===== src/rtl/io_handshake_unit_pkg.sv =====
// Shared definitions for the operator I/O handshake unit: FSM state
// encodings, the default debounce length and small state-decode helpers.
package io_handshake_unit_pkg;

    localparam int DEBOUNCE_DEFAULT = 50000;

    typedef enum logic [2:0] {
        ST_IDLE         = 3'd0,
        ST_WAIT_PRESS   = 3'd1,
        ST_DEBOUNCE     = 3'd2,
        ST_WAIT_RELEASE = 3'd3,
        ST_COMMIT       = 3'd4,
        ST_HALTED       = 3'd5
    } state_t;

    // True while the unit is waiting on the operator (press or release).
    function automatic logic is_waiting(input state_t s);
        return (s == ST_WAIT_PRESS) || (s == ST_DEBOUNCE) || (s == ST_WAIT_RELEASE);
    endfunction

    // True while the debounce counter is allowed to run.
    function automatic logic is_counting(input state_t s);
        return (s == ST_WAIT_PRESS) || (s == ST_DEBOUNCE);
    endfunction

endpackage


===== src/rtl/io_handshake_unit_if.sv =====
// Bundle of the decoder strobes, operator inputs and display/writeback
// outputs exchanged between the CPU core and the I/O handshake unit.
interface io_handshake_unit_if #(
    parameter int DATA_W = 32,
    parameter int SW_W   = 16
);
    logic              input_flag;
    logic              output_flag;
    logic              halt;
    logic [SW_W-1:0]   switches;
    logic              confirm_btn;
    logic [DATA_W-1:0] out_data;
    logic [DATA_W-1:0] in_data;
    logic              stall;
    logic [DATA_W-1:0] display_value;
    logic              display_valid;
    logic              waiting_led;
    logic              halted_led;

    // CPU / board side: drives strobes and operator inputs.
    modport master (
        output input_flag, output_flag, halt, switches, confirm_btn, out_data,
        input  in_data, stall, display_value, display_valid, waiting_led, halted_led
    );

    // Handshake unit side.
    modport slave (
        input  input_flag, output_flag, halt, switches, confirm_btn, out_data,
        output in_data, stall, display_value, display_valid, waiting_led, halted_led
    );
endinterface


===== src/rtl/io_handshake_unit_btn_debouncer.sv =====
// Confirm-button debouncer. Counts consecutive high samples of the raw
// button while the FSM enables it; pressed_stable_o fires on the sample that
// completes DEBOUNCE_CYCLES highs. released_o reports the button being low.
// The counter saturates and never wraps; any low sample or disable clears it.
module io_handshake_unit_btn_debouncer
    import io_handshake_unit_pkg::*;
#(
    parameter int DEBOUNCE_CYCLES = DEBOUNCE_DEFAULT
) (
    input  logic clock,
    input  logic reset,            // synchronous, active-low
    input  logic count_en_i,
    input  logic btn_i,
    output logic pressed_stable_o,
    output logic released_o
);
    localparam int              CNT_W   = $clog2(DEBOUNCE_CYCLES + 1);
    localparam logic [CNT_W-1:0] CNT_MAX = CNT_W'(DEBOUNCE_CYCLES);

    logic [CNT_W-1:0] count_q;
    logic [CNT_W-1:0] count_d;

    // Next count: advance on each high sample while enabled, saturating at the limit.
    always_comb begin
        count_d = '0;
        if (count_en_i && btn_i) begin
            if (count_q != CNT_MAX) begin
                count_d = count_q + 1'b1;
            end else begin
                count_d = count_q;
            end
        end
    end

    // Counter register.
    always_ff @(posedge clock) begin
        if (!reset) begin
            count_q <= '0;
        end else begin
            count_q <= count_d;
        end
    end

    assign pressed_stable_o = count_en_i && btn_i && (count_d == CNT_MAX);
    assign released_o       = !btn_i;

endmodule


===== src/rtl/io_handshake_unit.sv =====
// Operator I/O handshake unit. Services the input / output / halt strobes
// from the decoder: input stalls the CPU until a debounced confirm press and
// release, then hands the switch value to writeback for one commit cycle;
// output latches a register onto the display; halt freezes until reset.
// Optional feature macro: OUTPUT_ACK_EN -- when defined, an output also
// waits for an operator press+release before the CPU may continue, and the
// switch value is not captured for that handshake.
module io_handshake_unit
    import io_handshake_unit_pkg::*;
#(
    parameter int DATA_W          = 32,
    parameter int SW_W            = 16,
    parameter int DEBOUNCE_CYCLES = DEBOUNCE_DEFAULT
) (
    input  logic               clock,
    input  logic               reset,   // synchronous, active-low
    io_handshake_unit_if.slave bus
);
    state_t            state_q,   state_d;
    logic [DATA_W-1:0] in_data_q, in_data_d;
    logic [DATA_W-1:0] disp_q,    disp_d;
    logic              valid_q,   valid_d;
`ifdef OUTPUT_ACK_EN
    logic              ack_q,     ack_d;
`endif

    logic pressed_stable;
    logic released;
    logic idle_request;

    io_handshake_unit_btn_debouncer #(
        .DEBOUNCE_CYCLES (DEBOUNCE_CYCLES)
    ) u_debouncer (
        .clock            (clock),
        .reset            (reset),
        .count_en_i       (is_counting(state_q)),
        .btn_i            (bus.confirm_btn),
        .pressed_stable_o (pressed_stable),
        .released_o       (released)
    );

    // Next-state and datapath-update logic for the handshake FSM.
    always_comb begin
        state_d   = state_q;
        in_data_d = in_data_q;
        disp_d    = disp_q;
        valid_d   = valid_q;
`ifdef OUTPUT_ACK_EN
        ack_d     = ack_q;
`endif
        case (state_q)
            ST_IDLE: begin
                if (bus.halt) begin
                    state_d = ST_HALTED;
                end else if (bus.input_flag) begin
                    state_d = ST_WAIT_PRESS;
                end else if (bus.output_flag) begin
                    disp_d  = bus.out_data;
                    valid_d = 1'b1;
`ifdef OUTPUT_ACK_EN
                    ack_d   = 1'b1;
                    state_d = ST_WAIT_PRESS;
`endif
                end
            end
            ST_WAIT_PRESS: begin
                if (bus.confirm_btn) begin
                    state_d = ST_DEBOUNCE;
                end
            end
            ST_DEBOUNCE: begin
                if (pressed_stable) begin
`ifdef OUTPUT_ACK_EN
                    if (!ack_q) begin
                        in_data_d = DATA_W'(bus.switches);
                    end
`else
                    in_data_d = DATA_W'(bus.switches);
`endif
                    state_d = ST_WAIT_RELEASE;
                end else if (!bus.confirm_btn) begin
                    // Glitch shorter than the debounce window: start over.
                    state_d = ST_WAIT_PRESS;
                end
            end
            ST_WAIT_RELEASE: begin
                if (released) begin
                    state_d = ST_COMMIT;
                end
            end
            ST_COMMIT: begin
                // The CPU writes back and advances during this single cycle.
                state_d = ST_IDLE;
`ifdef OUTPUT_ACK_EN
                ack_d   = 1'b0;
`endif
            end
            ST_HALTED: begin
                state_d = ST_HALTED;
            end
            default: begin
                state_d = ST_IDLE;
            end
        endcase
    end

    // State and datapath registers.
    always_ff @(posedge clock) begin
        if (!reset) begin
            state_q   <= ST_IDLE;
            in_data_q <= '0;
            disp_q    <= '0;
            valid_q   <= 1'b0;
`ifdef OUTPUT_ACK_EN
            ack_q     <= 1'b0;
`endif
        end else begin
            state_q   <= state_d;
            in_data_q <= in_data_d;
            disp_q    <= disp_d;
            valid_q   <= valid_d;
`ifdef OUTPUT_ACK_EN
            ack_q     <= ack_d;
`endif
        end
    end

    // A blocking request seen in IDLE stalls its own decode cycle, so the
    // CPU never advances past the instruction before the FSM takes over.
`ifdef OUTPUT_ACK_EN
    assign idle_request = bus.halt || bus.input_flag || bus.output_flag;
`else
    assign idle_request = bus.halt || bus.input_flag;
`endif

    assign bus.stall         = is_waiting(state_q) || (state_q == ST_HALTED) ||
                               ((state_q == ST_IDLE) && idle_request);
    assign bus.in_data       = in_data_q;
    assign bus.display_value = disp_q;
    assign bus.display_valid = valid_q;
    assign bus.waiting_led   = is_waiting(state_q);
    assign bus.halted_led    = (state_q == ST_HALTED);

endmodule


===== src/flat_wrapper.sv =====
// flat-port wrapper written by rule: the top's interface ports become plain ports
module io_handshake_unit_flat import io_handshake_unit_pkg::*;
#(
    parameter int DATA_W          = 32,
    parameter int SW_W            = 16,
    parameter int DEBOUNCE_CYCLES = DEBOUNCE_DEFAULT
)
  (clock, reset, bus_input_flag, bus_output_flag, bus_halt, bus_switches, bus_confirm_btn, bus_out_data, bus_in_data, bus_stall, bus_display_value, bus_display_valid, bus_waiting_led, bus_halted_led);
  io_handshake_unit_if #(.DATA_W(DATA_W), .SW_W(SW_W)) bus_i ();
  input  logic clock;
  input  logic reset;
  input wire logic [$bits(bus_i.input_flag)-1:0] bus_input_flag;
  input wire logic [$bits(bus_i.output_flag)-1:0] bus_output_flag;
  input wire logic [$bits(bus_i.halt)-1:0] bus_halt;
  input wire logic [$bits(bus_i.switches)-1:0] bus_switches;
  input wire logic [$bits(bus_i.confirm_btn)-1:0] bus_confirm_btn;
  input wire logic [$bits(bus_i.out_data)-1:0] bus_out_data;
  output wire logic [$bits(bus_i.in_data)-1:0] bus_in_data;
  output wire logic [$bits(bus_i.stall)-1:0] bus_stall;
  output wire logic [$bits(bus_i.display_value)-1:0] bus_display_value;
  output wire logic [$bits(bus_i.display_valid)-1:0] bus_display_valid;
  output wire logic [$bits(bus_i.waiting_led)-1:0] bus_waiting_led;
  output wire logic [$bits(bus_i.halted_led)-1:0] bus_halted_led;
  assign bus_i.input_flag = bus_input_flag;
  assign bus_i.output_flag = bus_output_flag;
  assign bus_i.halt = bus_halt;
  assign bus_i.switches = bus_switches;
  assign bus_i.confirm_btn = bus_confirm_btn;
  assign bus_i.out_data = bus_out_data;
  assign bus_in_data = bus_i.in_data;
  assign bus_stall = bus_i.stall;
  assign bus_display_value = bus_i.display_value;
  assign bus_display_valid = bus_i.display_valid;
  assign bus_waiting_led = bus_i.waiting_led;
  assign bus_halted_led = bus_i.halted_led;
  io_handshake_unit #(.DATA_W(DATA_W), .SW_W(SW_W), .DEBOUNCE_CYCLES(DEBOUNCE_CYCLES)) u_core (.clock(clock), .reset(reset), .bus(bus_i));
endmodule

===== config.mk =====
export PLATFORM = sky130hd
export DESIGN_NAME = io_handshake_unit_flat
export DESIGN_NICKNAME = d
export VERILOG_FILES = /design/src/rtl/io_handshake_unit_pkg.sv /design/src/rtl/io_handshake_unit_if.sv /design/src/rtl/io_handshake_unit_btn_debouncer.sv /design/src/rtl/io_handshake_unit.sv /design/src/flat_wrapper.sv
export SDC_FILE = /design/constraint.sdc
export NUM_CORES = 1
export LEC_CHECK = 0
export BUFFER_PORTS_ARGS = -buffer_cell sky130_fd_sc_hd__buf_2
export CORE_ASPECT_RATIO = 1.25
export CORE_UTILIZATION = 53
export DETAILED_ROUTE_END_ITERATION = 12
export PLACE_DENSITY = 0.89
export SLEW_MARGIN = 20
export SYNTH_ARGS = -nofsm -noshare
export SYNTH_HDL_FRONTEND = slang
export SYNTH_SLANG_ARGS = --single-unit

===== constraint.sdc =====
create_clock -name clock -period 5 [get_ports clock]
set_input_delay 0.5 -clock clock [delete_from_list [all_inputs] [get_ports clock]]
set_output_delay 0.5 -clock clock [all_outputs]
set_load 0.02 [all_outputs]

* Word-level counts from Yosys, hierarchy flattened *
Index checks and enable logic that the tools add are counted.

word-level totals
  register bits after elaboration = 68
  output and inout port bits = 68
  input bits = 54

cells by class
  reduce and logical (&&, ||, !) cells = 12
  equal/unequal tests = 10
  bitwise operators = 2
  add/sub/neg operators = 1
  multiplexer cells = 9

operators by type and width
  kind                                                                     count
  16-bit two-way mux                                                       2
  3-bit two-way mux                                                        6
  16-bit by 1-bit adder with 16-bit output, second input constant          1
  16-bit == test, second input constant                                    1
  16-bit inequality test, second input constant                            1
  3-bit case mux with 5 select lines                                       1
  4-bit AND reduction                                                      2
  3-bit by 2-bit == test with 1-bit output, second input constant          2
  1-bit logical OR                                                         5
  2-bit inequality test, second input constant                             2
  3-bit by 1-bit == test with 1-bit output, second input constant          1
  3-bit == test, second input constant                                     1
  1-bit logical AND                                                        3
  3-bit zero test                                                          1
  3-bit by 2-bit inequality test with 1-bit output, second input constant  1
  3-bit inequality test, second input constant                             1
  1-bit inverter                                                           2
  2-bit AND reduction                                                      1

* Depth between registers and ports, before layout *
  depth in word-level cells = 8
  mapped depth = 10
  depth with buffers taken out = 8

* Modules after synthesis *
A second synthesis with hierarchy kept.

unflattened totals
  cells, all modules = 366
  area, all modules = 3,180.6 um^2

modules (own cells, without submodules)
  module                           area an instance (um^2)  times used  seq. area each (um^2)  cells each
  io_handshake_unit                2,252.2                  1           1,041.0                261
  io_handshake_unit_btn_debouncer  928.4                    1           320.3                  105

* Least setup slack after synthesis *
No wires, ideal clock.

  kind = register to register
  start point = register u_core.u_debouncer.count_q[0]
  end point = register u_core.in_data_q[10] (netlist: u_core.bus.in_data[10])
  stages on the path, launching flop included = 10
  setup time = 0.072 ns
  data arrival time = 2.232 ns
  setup slack = 2.696 ns
  cells stage by stage = dfxtp_1 -> ha_1 -> nand3_2 -> or4b_4 -> a21oi_2 -> o221ai_2 -> nor4_2 -> buf_6 -> buf_12 -> mux2i_1

on the way
  cells in the longest elaborated chain, start to end = 6
  elaborated cells on any way between the ends = 7
  those cells by class = add/sub (1); eq/ne (2); mux (2); reduce/logical (2)

RTL lines
  element                                                                             RTL line                                                                      RTL
  start: declaration                                                                  io_handshake_unit_btn_debouncer.sv:20                                         logic [CNT_W-1:0] count_q;
  start signal: assignment                                                            io_handshake_unit_btn_debouncer.sv:40                                         count_q <= count_d;
  16-bit by 1-bit adder with 16-bit output or 16-bit inequality test (tied branches)  io_handshake_unit_btn_debouncer.sv:28, io_handshake_unit_btn_debouncer.sv:27
  16-bit two-way mux *                                                                io_handshake_unit_btn_debouncer.sv:27                                         if (count_q != CNT_MAX) begin
  16-bit two-way mux *                                                                io_handshake_unit_btn_debouncer.sv:26                                         if (count_en_i && btn_i) begin
  16-bit == test *                                                                    io_handshake_unit_btn_debouncer.sv:44                                         assign pressed_stable_o = count_en_i && btn_i && (count_d == CNT_MAX);
  1-bit logical AND *                                                                 io_handshake_unit_btn_debouncer.sv:44
  2-bit AND reduction (no source line) *                                              -
  end signal: assignment                                                              io_handshake_unit.sv:119                                                      in_data_q <= in_data_d;
  end: declaration                                                                    io_handshake_unit.sv:20                                                       logic [DATA_W-1:0] in_data_q, in_data_d;

Mark *: on every way between the ends. The rest lies on a longest branch, timed or not.
A chain may end at the register's enable or synchronous reset.

* Final worst setup path *
Ends and elaborated chain as after synthesis.

==> qor.txt <==
Setup CP Type - reg -> reg
Detail Route Antenna Nets - 0
Setup Buffers After CTS - 0
Setup-failing EPs final - 0
Die Area - 0.00641 mm²
Power Density - 289 mW/mm²
Final Cycle Share - 50.9%
Max_cap viols - 0
Area Growth Syn to Fin - 19.3%
Ys flop type - dfxtp_1
Peak supply drop - 231 µV
Async SR Flop Fraction - 0%
Die Y - 89.3 µm
Status - finished, final reports clean
Worst hold margin - 0.399 ns
Post-synthesis sequential area ratio - 42.1%
RSZ-0062 raised after global routing - false
Congestion Overflow GR - 0
EDFF count, synth - 0
HPWL after DPL - 5090 µm
Synth Area in Adders - 0.775%
Fmax - 393 MHz
Post-synthesis mux area share - 5.58%
Clk sinks - 68
Post-layout power - 0.00111 W
Initial core utilization - 55.5%
H-tree levels - 3
Routed via count - 2,797
Static Leak - 1.62 nW
CTS Root Buffer Type - clkbuf_8
Largest family of logic cells by synthesized area - simple AND/OR/NAND/NOR gates
Non-filler instance count after layout - 543
Synthesized area per cell - 8.43 µm²
Worst clock skew - 0.0110 ns
Clock transition at path regs - 0.07 ns
Post-synthesis cell count - 383
Layout cells sized above 1 - 28.1%
DRT iter0 DRCs - 142
Post-DR vias/cell - 5.15
Compound-Gate Fraction of Synth Area - 11.8%
R2R setup slack - 2.46 ns
Max Slew Vio Count - 0
Routed WL - 7110 µm
Worst Tran Pin Value - 1.09 ns
Rel. slew slack - 27.1%
Max incr delay on CP - 0.54 ns
Buffers on Ports - 105
Post-Syn Area - 0.00323 mm²
CTS Buffer Depth - 2
Boundary Pins - 122
Maximum fanout along the worst path - 18
First-pass GRT wire length - 11,200 µm
Number of fill cells - 468
CP required - 5.27 ns
FF+latch count, synth - 68
CP arrival - 2.81 ns
Core Rows - 31
Crit start category - flop
Final #Nets - 531
Worst path slowest cell - or4b_4
TritonCTS clock tree - yes
Synth Area in XOR/XNOR - 5.15%
Library cells used by synthesis - 46
PostCTS Resize Cnt - 0
Vias in the first global route - 2,646
Wire per inst - 13.1 µm
Inserted Diodes - 0
Cells after DPL - 530
Largest net degree at the start of global routing - 71
Crit-path cells - ha_1 -> nand3_2 -> or4b_4 -> a21oi_2 -> o221ai_2 -> nor4_4 -> buf_4 -> mux2i_1
Clk_lat worst skew - 0.34 ns
Syn. warnings - 0
Synth Area in Simple Gates - 26.0%
CTS Buf Count - 9
CORE AREA - 0.00582 mm²
Total GRT Usage - 22.8%
HP Class - in -> reg
Initial antenna violation count - 0
Post-CTS Hold Buffers - 0
GPL Wtd Cong - 0.898
Pre-antenna DRT Iters - 4
Die Wd - 71.8 µm
# DRC - 0
Setup TNS Final - 0 ns
Final hold viol count - 0
Worst Setup End Kind - flop
Min Tclk post-route - 2.54 ns
==> critical path, delay by kind of cell (launching register included) <==
| kind | cells | cell delay [ns] |
|---|---|---|
| simple gates | 3 | 0.93 |
| fa+ha+maj | 1 | 0.26 |
| compound gates | 2 | 0.26 |
| mux | 1 | 0.24 |
| buf+inv | 1 | 0.32 |
| flops | 1 | 0.45 |
==> layout make-up <==
class	instances	area, µm²	share of cell area (%)
clock buffers	10	138	3.57
clock inverters	3	40.0	1.04
inverters	6	22.5	0.584
multi-input cells	282	1660	43.1
flip-flops and latches	68	1360	35.3
well taps	66	82.6	2.14
repair buffers	108	548	14.2
==> flip-flops by register name (all words and copies together), names as in the netlist <==
register,flops
u_core.bus.display_valid,1
u_core.bus.in_data,16
u_core.bus.display_value,32
u_core.u_debouncer.count_q,16
u_core.state_q,3
==> per-layer routing <==
metal,vias up,global-route usage [%],part of all wire [%]
met3,13,9.24,7.3
li1,1415,-,-
met2,101,39.9,50
met1,1268,24.3,41
met4,0,9.80,1.9
met5,-,0,0
==> final timing paths <==
check	startpoint	endpoint	cells past startpoint
hold reg to reg	u_core.bus.in_data[0]	u_core.bus.in_data[0]	2
hold / removal	bus_switches[13]	u_core.bus.in_data[13]	3
setup / recovery	u_core.u_debouncer.count_q[0]	u_core.bus.in_data[10]	8
setup reg to reg	u_core.u_debouncer.count_q[0]	u_core.bus.in_data[10]	8
==> synth_stat cells (all sizes together), types with 3 or more instances <==
cell type	number	area, µm²
nand2	108	405
dfxtp	68	1360
a21boi	34	255
nor2	24	90.1
buf	23	179
clkbuf	19	71.3
mux2i	18	180
xnor2	11	96.3
xor2	8	70.1
nand4	7	56.3
inv	6	22.5
nor3	6	30.0
nand3	5	42.5
o21ai	5	25.0
and3	4	25.0
nor4	4	37.5
a21oi	3	18.8
nor2b	3	18.8
==> stage by stage <==
| stage | cell area (µm²) | utilization [%] | setup WS, ns |
|---|---|---|---|
| after detailed placement | 3680 | 63.2 | 2.44 |
| after CTS | 3850 | 66.2 | 2.43 |
| after global placement | 3680 | 63.2 | 2.55 |
| after global routing | 3850 | 66.2 | 2.22 |
| after floorplan | 3290 | - | 2.70 |
| final | 3850 | 66.2 | 2.46 |
==> logic make-up after synthesis <==
| family | after synthesis |
|---|---|
| AOI/OAI and AO/OA | 51 |
| other | 1 |
| muxes | 18 |
| xor gates and xnor gates | 19 |
| adders and majority gates | 2 |
| buffers and inverters | 48 |
| DFF | 68 |
| and+or+nand+nor | 176 |
==> cell usage in the layout, fill, tap and decap left out, types with 3 or more instances in the layout <==
cell,netlist,routed
nor3_1,6,6
buf_2,4,105
xnor2_1,11,11
and3_1,4,4
nand3_1,3,3
xor2_1,8,8
mux2i_1,18,18
nor2b_1,3,3
o21ai_0,5,5
clkbuf_8,0,10
inv_1,6,6
nor2_1,24,24
dfxtp_1,68,68
a21boi_0,34,34
buf_4,17,3
nand4_1,5,5
conb_1,1,16
nand2_1,108,108
==> report_power, final <==
part	internal [W]	total (W)	switching (W)
Sequential	0.000555	0.000566	0.0000114
Combinational	0.0000467	0.000124	0.0000769
Clock	0.000234	0.000424	0.000190
Total	0.000835	0.00111	0.000278
Power figures use the tool's default switching activity.
